$ cat src/rtl/somador_pkg.sv
// Shared types and constants for the sequential multi-byte adder.
package somador_pkg;
  localparam int BYTE_W = 8;
  typedef enum logic [1:0] {IDLE, ADD, DONE} somador_state_t;
endpackage

$ cat src/rtl/oitobitsadder.sv
// 8-bit ripple-carry adder: one full-adder cell per bit, carry chained LSB to MSB.
module oitobitsadder
  import somador_pkg::*;
(
  input  logic [BYTE_W-1:0] a,
  input  logic [BYTE_W-1:0] b,
  input  logic              cin,
  output logic [BYTE_W-1:0] s,
  output logic              cout
);
  logic [BYTE_W:0] c;

  assign c[0] = cin;

  for (genvar i = 0; i < BYTE_W; i++) begin : g_fa
    assign s[i]   = a[i] ^ b[i] ^ c[i];
    assign c[i+1] = (a[i] & b[i]) | (c[i] & (a[i] ^ b[i]));
  end

  assign cout = c[BYTE_W];
endmodule

$ cat src/rtl/somador_multibyte.sv
// Sequential multi-byte adder: one byte per clock, LSB first, through a single
// 8-bit ripple adder with the inter-byte carry held in a register.
//
//   state | meaning
//   IDLE  | in_ready=1, waiting for operands
//   ADD   | adding byte[idx] of captured operands, carry kept in register
//   DONE  | out_valid=1, result held until out_ready
module somador_multibyte
  import somador_pkg::*;
#(
  parameter int NBYTES = 4
) (
  input  logic                 clk,
  input  logic                 rst_n,
  input  logic                 in_valid,
  output logic                 in_ready,
  input  logic [8*NBYTES-1:0]  a,
  input  logic [8*NBYTES-1:0]  b,
  input  logic                 cin,
  output logic                 out_valid,
  input  logic                 out_ready,
  output logic [8*NBYTES-1:0]  sum,
  output logic                 cout,
  output logic                 ovf
);
  localparam int W    = BYTE_W * NBYTES;
  localparam int IDXW = (NBYTES > 1) ? $clog2(NBYTES) : 1;
  localparam logic [IDXW-1:0] LAST = IDXW'(NBYTES - 1);

  somador_state_t    state;
  logic [W-1:0]      opa;
  logic [W-1:0]      opb;
  logic              carry;
  logic [IDXW-1:0]   idx;

  logic [BYTE_W-1:0] add_a;
  logic [BYTE_W-1:0] add_b;
  logic [BYTE_W-1:0] add_s;
  logic              add_co;

  assign add_a = opa[idx*BYTE_W +: BYTE_W];
  assign add_b = opb[idx*BYTE_W +: BYTE_W];

  oitobitsadder u_add8 (
    .a    (add_a),
    .b    (add_b),
    .cin  (carry),
    .s    (add_s),
    .cout (add_co)
  );

  // Handshake outputs are registered alongside the state so neither depends
  // combinationally on in_valid or out_ready.
  always_ff @(posedge clk or negedge rst_n) begin
    if (!rst_n) begin
      state     <= IDLE;
      in_ready  <= 1'b1;
      out_valid <= 1'b0;
      sum       <= '0;
      cout      <= 1'b0;
      ovf       <= 1'b0;
      opa       <= '0;
      opb       <= '0;
      carry     <= 1'b0;
      idx       <= '0;
    end else begin
      case (state)
        IDLE: begin
          if (in_valid && in_ready) begin
            opa      <= a;
            opb      <= b;
            carry    <= cin;
            idx      <= '0;
            sum      <= '0;
            in_ready <= 1'b0;
            state    <= ADD;
          end
        end
        ADD: begin
          sum[idx*BYTE_W +: BYTE_W] <= add_s;
          carry                     <= add_co;
          if (idx == LAST) begin
            cout      <= add_co;
            ovf       <= (opa[W-1] == opb[W-1]) && (add_s[BYTE_W-1] != opa[W-1]);
            out_valid <= 1'b1;
            state     <= DONE;
          end else begin
            idx <= idx + 1'b1;
          end
        end
        DONE: begin
          if (out_ready) begin
            out_valid <= 1'b0;
            in_ready  <= 1'b1;
            state     <= IDLE;
          end
        end
        default: begin
          out_valid <= 1'b0;
          in_ready  <= 1'b1;
          state     <= IDLE;
        end
      endcase
    end
  end
endmodule

$ cat config.mk
export PLATFORM = sky130hd
export DESIGN_NAME = somador_multibyte
export DESIGN_NICKNAME = d
export VERILOG_FILES = /design/src/rtl/somador_pkg.sv /design/src/rtl/oitobitsadder.sv /design/src/rtl/somador_multibyte.sv
export SDC_FILE = /design/constraint.sdc
export NUM_CORES = 1
export LEC_CHECK = 0
export CAP_MARGIN = 10
export CORE_ASPECT_RATIO = 0.5
export CORE_UTILIZATION = 46
export CTS_CLUSTER_DIAMETER = 60
export DETAILED_ROUTE_END_ITERATION = 10
export GPL_TIMING_DRIVEN = 0
export PLACE_DENSITY_LB_ADDON = 0.05
export SETUP_SLACK_MARGIN = 0.02
export SLEW_MARGIN = 30
export SYNTH_ARGS = -nofsm -noshare
export SYNTH_HDL_FRONTEND = slang
export SYNTH_HIERARCHICAL = 1
export SYNTH_SLANG_ARGS = --single-unit
$ cat constraint.sdc
create_clock -name clk -period 6.71 [get_ports clk]
set_input_delay 2.013 -clock clk [delete_from_list [all_inputs] [get_ports clk]]
set_output_delay 2.013 -clock clk [all_outputs]
set_load 0.01 [all_outputs]
# Yosys cells after proc, flatten, opt, wreduce, memory -nomap -nowiden
# Index checks and enable logic that the tools add are counted.
dict set report totals {
  reg_bits 105
  out_inout_bits 36
}
dict set report op_classes {
  addsub 2
  n_eq_ne 9
  shift 4
  n_mux 18
  n_bitwise 42
  n_reduce_logical 11
}
# cell count
set ops {}
lappend ops {{$pmux 32 s2} 1}
lappend ops {{$shiftx 32x6->8} 2}
lappend ops {{$neg 5->34} 1}
lappend ops {{$shift 8x34->32 const A} 1}
lappend ops {{$shiftx 8x34->32} 1}
lappend ops {{$bwmux 32} 1}
lappend ops {{$mux 32} 1}
lappend ops {{$and 1x1->1} 16}
lappend ops {{$xor 1x1->1} 16}
lappend ops {{$reduce_and 3->1} 4}
lappend ops {{$mux 2} 5}
lappend ops {{$ne 2x2->1 const B} 4}
lappend ops {{$or 1x1->1} 8}
lappend ops {{$pmux 1 s3} 2}
lappend ops {{$pmux 2 s3} 1}
lappend ops {{$reduce_and 2->1} 3}
lappend ops {{$mux 1} 5}
lappend ops {{$eq 2x2->1 const B} 2}
lappend ops {{$pmux 2 s2} 1}
lappend ops {{$add 2x1->2 const B} 1}
lappend ops {{$eq 2x1->1 const B} 1}
lappend ops {{$logic_and 1x1->1} 2}
lappend ops {{$logic_not 2->1} 1}
lappend ops {{$not 1->1} 2}
lappend ops {{4 further kinds} 4}

# Longest topological paths before layout
dict set report depth {
  ltp_word 20
  depth_mapped 18
}

# Cells and area by module
# Netlist, hierarchy kept.
# mod instances cells_per_inst area_per_inst_um2 seq_area_each_um2
set modules_own_cells {}
lappend modules_own_cells {somador_multibyte 1 276 4526.8 2628.8}
lappend modules_own_cells {oitobitsadder 1 18 197.7 0.0}

# Least setup slack after synthesis
# OpenSTA, ideal clock, no wires.
dict set report synth_path {
  kind {reg2reg}
  from {register idx[1]}
  to {register ovf}
  setup_ps 125
  arrival_ps 4672
  t_required_ps 6585
  path_slack_ps 1914
  stages_incl_launch_ff 18
  period_less_slack_ps 4796
  path_cell_list {dfrtp_1 -> clkbuf_1 -> buf_2 -> mux4_2 -> fa_1 -> inv_1 -> fa_1 -> inv_1 -> fa_1 -> fa_1 -> fa_1 -> fa_1 -> fa_1 -> inv_1 -> fa_1 -> inv_1 -> o22ai_1 -> mux2_2}
}
dict set report synth_between {
  elab_chain_len 19
  elab_cells_between_ends 36
  classes_between {2 x eq/ne; 2 x shift; 30 x bitwise; 2 x reduce/logical}
}
# item line
set synth_lines {}
lappend synth_lines {{start, declared} somador_multibyte.sv:34} ;# logic [IDXW-1:0] idx;
lappend synth_lines {{start signal, assigned} somador_multibyte.sv:88} ;# idx <= idx + 1'b1;
lappend synth_lines {{$shiftx 32x6->8 *} somador_multibyte.sv:41} ;# assign add_a = opa[idx*BYTE_W +: BYTE_W];
lappend synth_lines {{via add_a[0]} somador_multibyte.sv:36} ;# logic [BYTE_W-1:0] add_a;
lappend synth_lines {{$xor 1x1->1} oitobitsadder.sv:17} ;# assign c[i+1] = (a[i] & b[i]) | (c[i] & (a[i] ^ b[i]));
lappend synth_lines {{$and 1x1->1} oitobitsadder.sv:17}
lappend synth_lines {{$or 1x1->1 *} oitobitsadder.sv:17}
lappend synth_lines {{$and 1x1->1 *} oitobitsadder.sv:17}
lappend synth_lines {{$or 1x1->1 *} oitobitsadder.sv:17}
lappend synth_lines {{$and 1x1->1 *} oitobitsadder.sv:17}
lappend synth_lines {{[5 not listed]} n/a}
lappend synth_lines {{$and 1x1->1 *} oitobitsadder.sv:17}
lappend synth_lines {{$or 1x1->1 *} oitobitsadder.sv:17}
lappend synth_lines {{$and 1x1->1 *} oitobitsadder.sv:17}
lappend synth_lines {{$or 1x1->1 *} oitobitsadder.sv:17}
lappend synth_lines {{$xor 1x1->1 *} oitobitsadder.sv:16} ;# assign s[i] = a[i] ^ b[i] ^ c[i];
lappend synth_lines {{via add_s[7]} somador_multibyte.sv:38} ;# logic [BYTE_W-1:0] add_s;
lappend synth_lines {{$ne 1x1->1 *} somador_multibyte.sv:84} ;# ovf <= (opa[W-1] == opb[W-1]) && (add_s[BYTE_W-1] != opa[W-1]);
lappend synth_lines {{$logic_and 1x1->1 *} somador_multibyte.sv:84}
lappend synth_lines {{end signal, assigned} somador_multibyte.sv:84}
lappend synth_lines {{end, declared} somador_multibyte.sv:24} ;# output logic ovf
# The timed path passes the listed nets; every way through them passes the cells marked *.
# A chain may end at the register's enable or synchronous reset.

# Worst setup path in the final report
dict set report layout_path {
  from {register idx[1]}
  to {register ovf}
}
dict set report layout_between {
  elab_chain_len 19
  elab_cells_between_ends 36
  classes_between {2 x eq/ne; 2 x shift; 30 x bitwise; 2 x reduce/logical}
}
# item line
set layout_lines {}
lappend layout_lines {{$shiftx 32x6->8 *} somador_multibyte.sv:42} ;# assign add_b = opb[idx*BYTE_W +: BYTE_W];
lappend layout_lines {{via add_b[0]} somador_multibyte.sv:37} ;# logic [BYTE_W-1:0] add_b;
lappend layout_lines {{$xor 1x1->1} oitobitsadder.sv:17}
lappend layout_lines {{$and 1x1->1} oitobitsadder.sv:17}
lappend layout_lines {{$or 1x1->1 *} oitobitsadder.sv:17}
lappend layout_lines {{$and 1x1->1 *} oitobitsadder.sv:17}
lappend layout_lines {{$or 1x1->1 *} oitobitsadder.sv:17}
lappend layout_lines {{$and 1x1->1 *} oitobitsadder.sv:17}
lappend layout_lines {{[5 not listed]} n/a}
lappend layout_lines {{$and 1x1->1 *} oitobitsadder.sv:17}
lappend layout_lines {{$or 1x1->1 *} oitobitsadder.sv:17}
lappend layout_lines {{$and 1x1->1 *} oitobitsadder.sv:17}
lappend layout_lines {{$or 1x1->1 *} oitobitsadder.sv:17}
lappend layout_lines {{$xor 1x1->1 *} oitobitsadder.sv:16}
lappend layout_lines {{via add_s[7]} somador_multibyte.sv:38}
lappend layout_lines {{$ne 1x1->1 *} somador_multibyte.sv:84}
lappend layout_lines {{$logic_and 1x1->1 *} somador_multibyte.sv:84}
# Marks and branches as above.

==> Implementation_results.wiki <==
{| class="wikitable"
! Metric !! Value
|-
| Gates resized, CTS repair || 0
|-
| Num Clock Sinks || between 100 and 150
|-
| Number of diodes || 0
|-
| Initial Util || about half
|-
| Total of flip-flops plus latches after synthesis || approximately 110
|-
| Depth of the worst hold-timing path || 1
|-
| Die width || approximately 150 microns
|-
| Startpoint types || flip-flop
|-
| CTS tree || yes
|-
| Worst Hold Class || flip-flop to flip-flop
|-
| Fraction of registers with async set/reset || 100%
|-
| Number of antenna violations at the first check in global routing || 0
|-
| Post-route minimum period || 5.54 ns
|-
| Highest routing layer actually used || met4
|-
| Critical path required time || 6.94 ns
|-
| Pin count of the biggest net entering global routing || 59
|-
| Capture instance of the worst register-to-register path || ovf
|-
| Worst Hold Path EP || opa[17]
|-
| Detailed-route vias per instance || 5.34
|-
| Met1 Wirelength || just over 5000 microns
|-
| Run status || complete, no violations
|-
| WL final || roughly 11000 microns
|-
| IO Port Bufs || about 100
|-
| Largest vdd supply drop || around 0.22 mV
|-
| Global-route wire length before repair || 17100 microns
|-
| Later-pin clock latency in the skew report || ~0.34 ns
|-
| Netlist area before placement || approximately 0.0047 sq mm
|-
| Pwr Total || about 2.9 mW
|-
| Critical path data arrival time || about 5.8 ns
|-
| Worst Path Max Fanout || 10
|-
| Clk buf depth || 2
|-
| Core area || between 0.009 and 0.01 sq mm
|-
| Area occupied by multi-input gates || 0.00192 sq mm
|-
| Kind of critical path || flip-flop to flip-flop
|-
| Measured slew at the worst slew-check pin || between 0.5 and 0.6 ns
|-
| Number of global-route vias before repair || about 3000
|-
| Total area of sequential cells || between 0.002 and 0.003 sq mm
|-
| Post-layout utilization of the core || 64.5%
|-
| Antenna-violating nets left || 0
|-
| Setup repair after global routing missed its margin || no
|-
| Area added between synthesis and finish || 32.3%
|-
| Worst setup slack for register-to-register paths || roughly 1.2 ns
|-
| Iter 0 DRT Violations || 105
|-
| Area of all placed cells without fillers || about 0.0063 sq mm
|-
| Share of total power consumed by net switching || a little over a third
|-
| Post-route fraction of the period consumed by the critical path || 82.6%
|-
| Sequential element share of the synthesized area || between 50% and 60%
|-
| Max Transition Viols Final || 0
|-
| Final Hold Viols || 0
|-
| Nets in the synthesized netlist || 377
|-
| Power density over cell area || between 400 and 500 mW/mm^2
|-
| DRC Markers || 0
|-
| Total negative setup slack || 0 ns
|-
| EDFF count, synth || 0
|-
| Amount of wire on met3 after detailed routing || 574 microns
|-
| Worst setup margin || roughly 1.2 ns
|-
| Worst r2r src || idx[1]
|-
| Post-synth top flop || sky130_fd_sc_hd__dfrtp_1
|-
| Max frequency || 181 MHz
|-
| Fraction of layout instances using a drive strength above 1 || ~30%
|-
| Routability-driven placement congestion ratio || around 0.8
|-
| Library cell used as clock root buffer || sky130_fd_sc_hd__clkbuf_16
|-
| Deepest level of the CTS H-tree || 3
|-
| Psw || around 1 mW
|-
| Worst-case hold slack || a little over 0.5 ns
|-
| Die Outline Area || about 0.011 sq mm
|-
| Leak Pwr || around 2.8 nW
|-
| Post-CTS setup buffer count || 0
|-
| Worst setup slack before clock tree synthesis || between 1 and 1.5 ns
|-
| Sum of met2 wire segment lengths after detailed routing || 4960 microns
|-
| Setup violators final || 0
|-
| Global-route usage over all layers || roughly 22%
|-
| Combinational fraction of design power || between 40% and 50%
|-
| Worst Clk Skew || about 0.0069 ns
|-
| Unique cell type count in the Yosys netlist || 30
|-
| DIE HEIGHT || 73.7 microns
|-
| Clk pin slew, worst setup/hold paths || 0.07 ns
|-
| Cell area reported after detailed placement || just under 0.006 sq mm
|-
| Tightest slew margin relative to the limit || between 60% and 70%
|-
| Path depth of the worst reg2reg path || 17
|-
| I/O pin count || between 100 and 150
|-
| Synthesized area per cell || 16.1 sq um
|-
| Final std cells w/o fill || 550
|-
| Fill cell instance count of the final layout || 730
|-
| Wire length per cell || 19.5 microns
|-
| Final-stage net count || a little under 500
|-
| Type of element capturing the critical path || flip-flop
|-
| Detailed placement HPWL || just over 8000 microns
|-
| Min-delay src || opa[17]
|-
| Placed instance count || 534
|-
| Hold_buf cts || 0
|-
| FP Rows || 25
|-
| Max-cap viol count || 0
|-
| Number of standard cells after synthesis || 294
|-
| Grt total ovfl || 0
|-
| Power Internal || about 1.8 mW
|-
| Clock buffer count from CTS || 9
|-
| Routed via count || about 2900
|-
| Relative contribution of the clock network to total power || 17.7%
|-
| Sequential cell fraction of total power || approximately 37%
|-
| Number of synthesis warnings || 6
|-
| Length of the first detailed-routing pass in iterations || 4
|}
==> synthesized netlist by cell type, types with 2 or more instances <==
library cell / n / area [sq um]
sky130_fd_sc_hd__nor2_1: 3 / 11.3
sky130_fd_sc_hd__inv_1: 14 / 52.6
sky130_fd_sc_hd__nand2b_1: 3 / 18.8
sky130_fd_sc_hd__buf_4: 2 / 15.0
sky130_fd_sc_hd__mux2_2: 67 / 754
sky130_fd_sc_hd__fa_1: 8 / 160
sky130_fd_sc_hd__o21ai_0: 2 / 10.0
sky130_fd_sc_hd__buf_2: 2 / 10.0
sky130_fd_sc_hd__a22o_1: 32 / 280
sky130_fd_sc_hd__nor4b_4: 3 / 71.3
sky130_fd_sc_hd__dfrtp_1: 104 / 2600
sky130_fd_sc_hd__nand2_1: 7 / 26.3
sky130_fd_sc_hd__a21oi_1: 2 / 10.0
sky130_fd_sc_hd__mux4_2: 16 / 360
sky130_fd_sc_hd__buf_6: 7 / 78.8
sky130_fd_sc_hd__a21oi_4: 3 / 48.8
sky130_fd_sc_hd__ha_1: 6 / 75.1
==> routing by layer <==
layer	track usage (%)	vias up
met2	34.3	86
li1	-	1314
met1	30.8	1529
met5	0	-
met3	6.34	6
met4	4.21	0
==> power groups by stage <==
stage	combinational (mW)	sequential, mW	clock [mW]
final	1.29	1.06	0.505
after global routing	1.38	1.09	0.544
after CTS	1.30	1.06	0.517
after detailed placement	1.30	1.07	0
after global placement	1.25	1.05	0
after floorplan	0.817	1.05	0
==> worst max-delay path by stage <==
stage	slack [ns]	cells past startpoint	start	endpoint
after CTS	1.15	17	idx[1]	ovf
after floorplan	1.91	17	idx[1]	ovf
after global placement	0.004	1	rst_n	opb[18]
after detailed placement	1.14	17	idx[1]	ovf
final	1.17	17	idx[1]	ovf
after global routing	0.90	18	idx[1]	ovf
==> logic make-up after synthesis <==
family | count (synthesis) | share of synthesized area, %
compound gates | 45 | 8.32
fa+ha+maj | 14 | 4.98
buf+inv | 27 | 3.71
flops | 105 | 55.6
mux | 83 | 23.6
simple gates | 20 | 3.76
==> layout by cell type, fill, tap and decap left out, types with 2 or more instances in the layout <==
| master | netlist | layout |
|---|---|---|
| sky130_fd_sc_hd__a21oi_4 | 3 | 3 |
| sky130_fd_sc_hd__nand2_1 | 7 | 7 |
| sky130_fd_sc_hd__clkdlybuf4s50_1 | 0 | 103 |
| sky130_fd_sc_hd__clkbuf_16 | 0 | 9 |
| sky130_fd_sc_hd__nor2_1 | 3 | 3 |
| sky130_fd_sc_hd__buf_6 | 7 | 8 |
| sky130_fd_sc_hd__clkinvlp_4 | 0 | 2 |
| sky130_fd_sc_hd__a21oi_1 | 2 | 2 |
| sky130_fd_sc_hd__o21ai_0 | 2 | 2 |
| sky130_fd_sc_hd__ha_1 | 6 | 6 |
| sky130_fd_sc_hd__buf_2 | 2 | 2 |
| sky130_fd_sc_hd__dfrtp_1 | 104 | 104 |
| sky130_fd_sc_hd__nand2b_1 | 3 | 3 |
| sky130_fd_sc_hd__mux2_2 | 67 | 67 |
| sky130_fd_sc_hd__inv_6 | 0 | 2 |
| sky130_fd_sc_hd__mux4_2 | 16 | 16 |
| sky130_fd_sc_hd__buf_4 | 2 | 2 |
| sky130_fd_sc_hd__nor4b_4 | 3 | 3 |
| sky130_fd_sc_hd__inv_1 | 14 | 14 |
| sky130_fd_sc_hd__a22o_1 | 32 | 32 |
| sky130_fd_sc_hd__fa_1 | 8 | 8 |
| sky130_fd_sc_hd__clkinv_4 | 0 | 2 |
==> worst max-delay path, stage by stage (launching register included) <==
cell and delay, ns:
sky130_fd_sc_hd__dfrtp_1 0.40, sky130_fd_sc_hd__clkbuf_1 0.47, sky130_fd_sc_hd__buf_2 0.41, sky130_fd_sc_hd__mux4_2 0.42, sky130_fd_sc_hd__fa_1 0.41, sky130_fd_sc_hd__inv_1 0.07, sky130_fd_sc_hd__fa_1 0.15, sky130_fd_sc_hd__inv_1 0.05
sky130_fd_sc_hd__fa_1 0.38, sky130_fd_sc_hd__fa_1 0.39, sky130_fd_sc_hd__fa_1 0.39, sky130_fd_sc_hd__fa_1 0.39, sky130_fd_sc_hd__fa_1 0.38, sky130_fd_sc_hd__inv_1 0.08, sky130_fd_sc_hd__fa_1 0.40, sky130_fd_sc_hd__inv_1 0.23
sky130_fd_sc_hd__o22ai_1 0.12, sky130_fd_sc_hd__mux2_2 0.27
==> registers in the layout (all words and copies together), names as in the netlist <==
register	cells
out_valid	1
sum	32
state	2
ovf	1
in_ready	1
opb	32
carry	1
opa	32
idx	2
cout	1
==> layout make-up <==
type                       instances  share of cell area [%]
sequential                       105                    42.0
multi-input combinational        162                    30.7
timing repair buffer             105                    17.1
clock buffer                      10                    3.82
tap                              135                    2.70
buffer                            13                    1.96
inverter                          14                   0.841
clock inverter                     6                   0.800
Power figures use the tool's default switching activity.
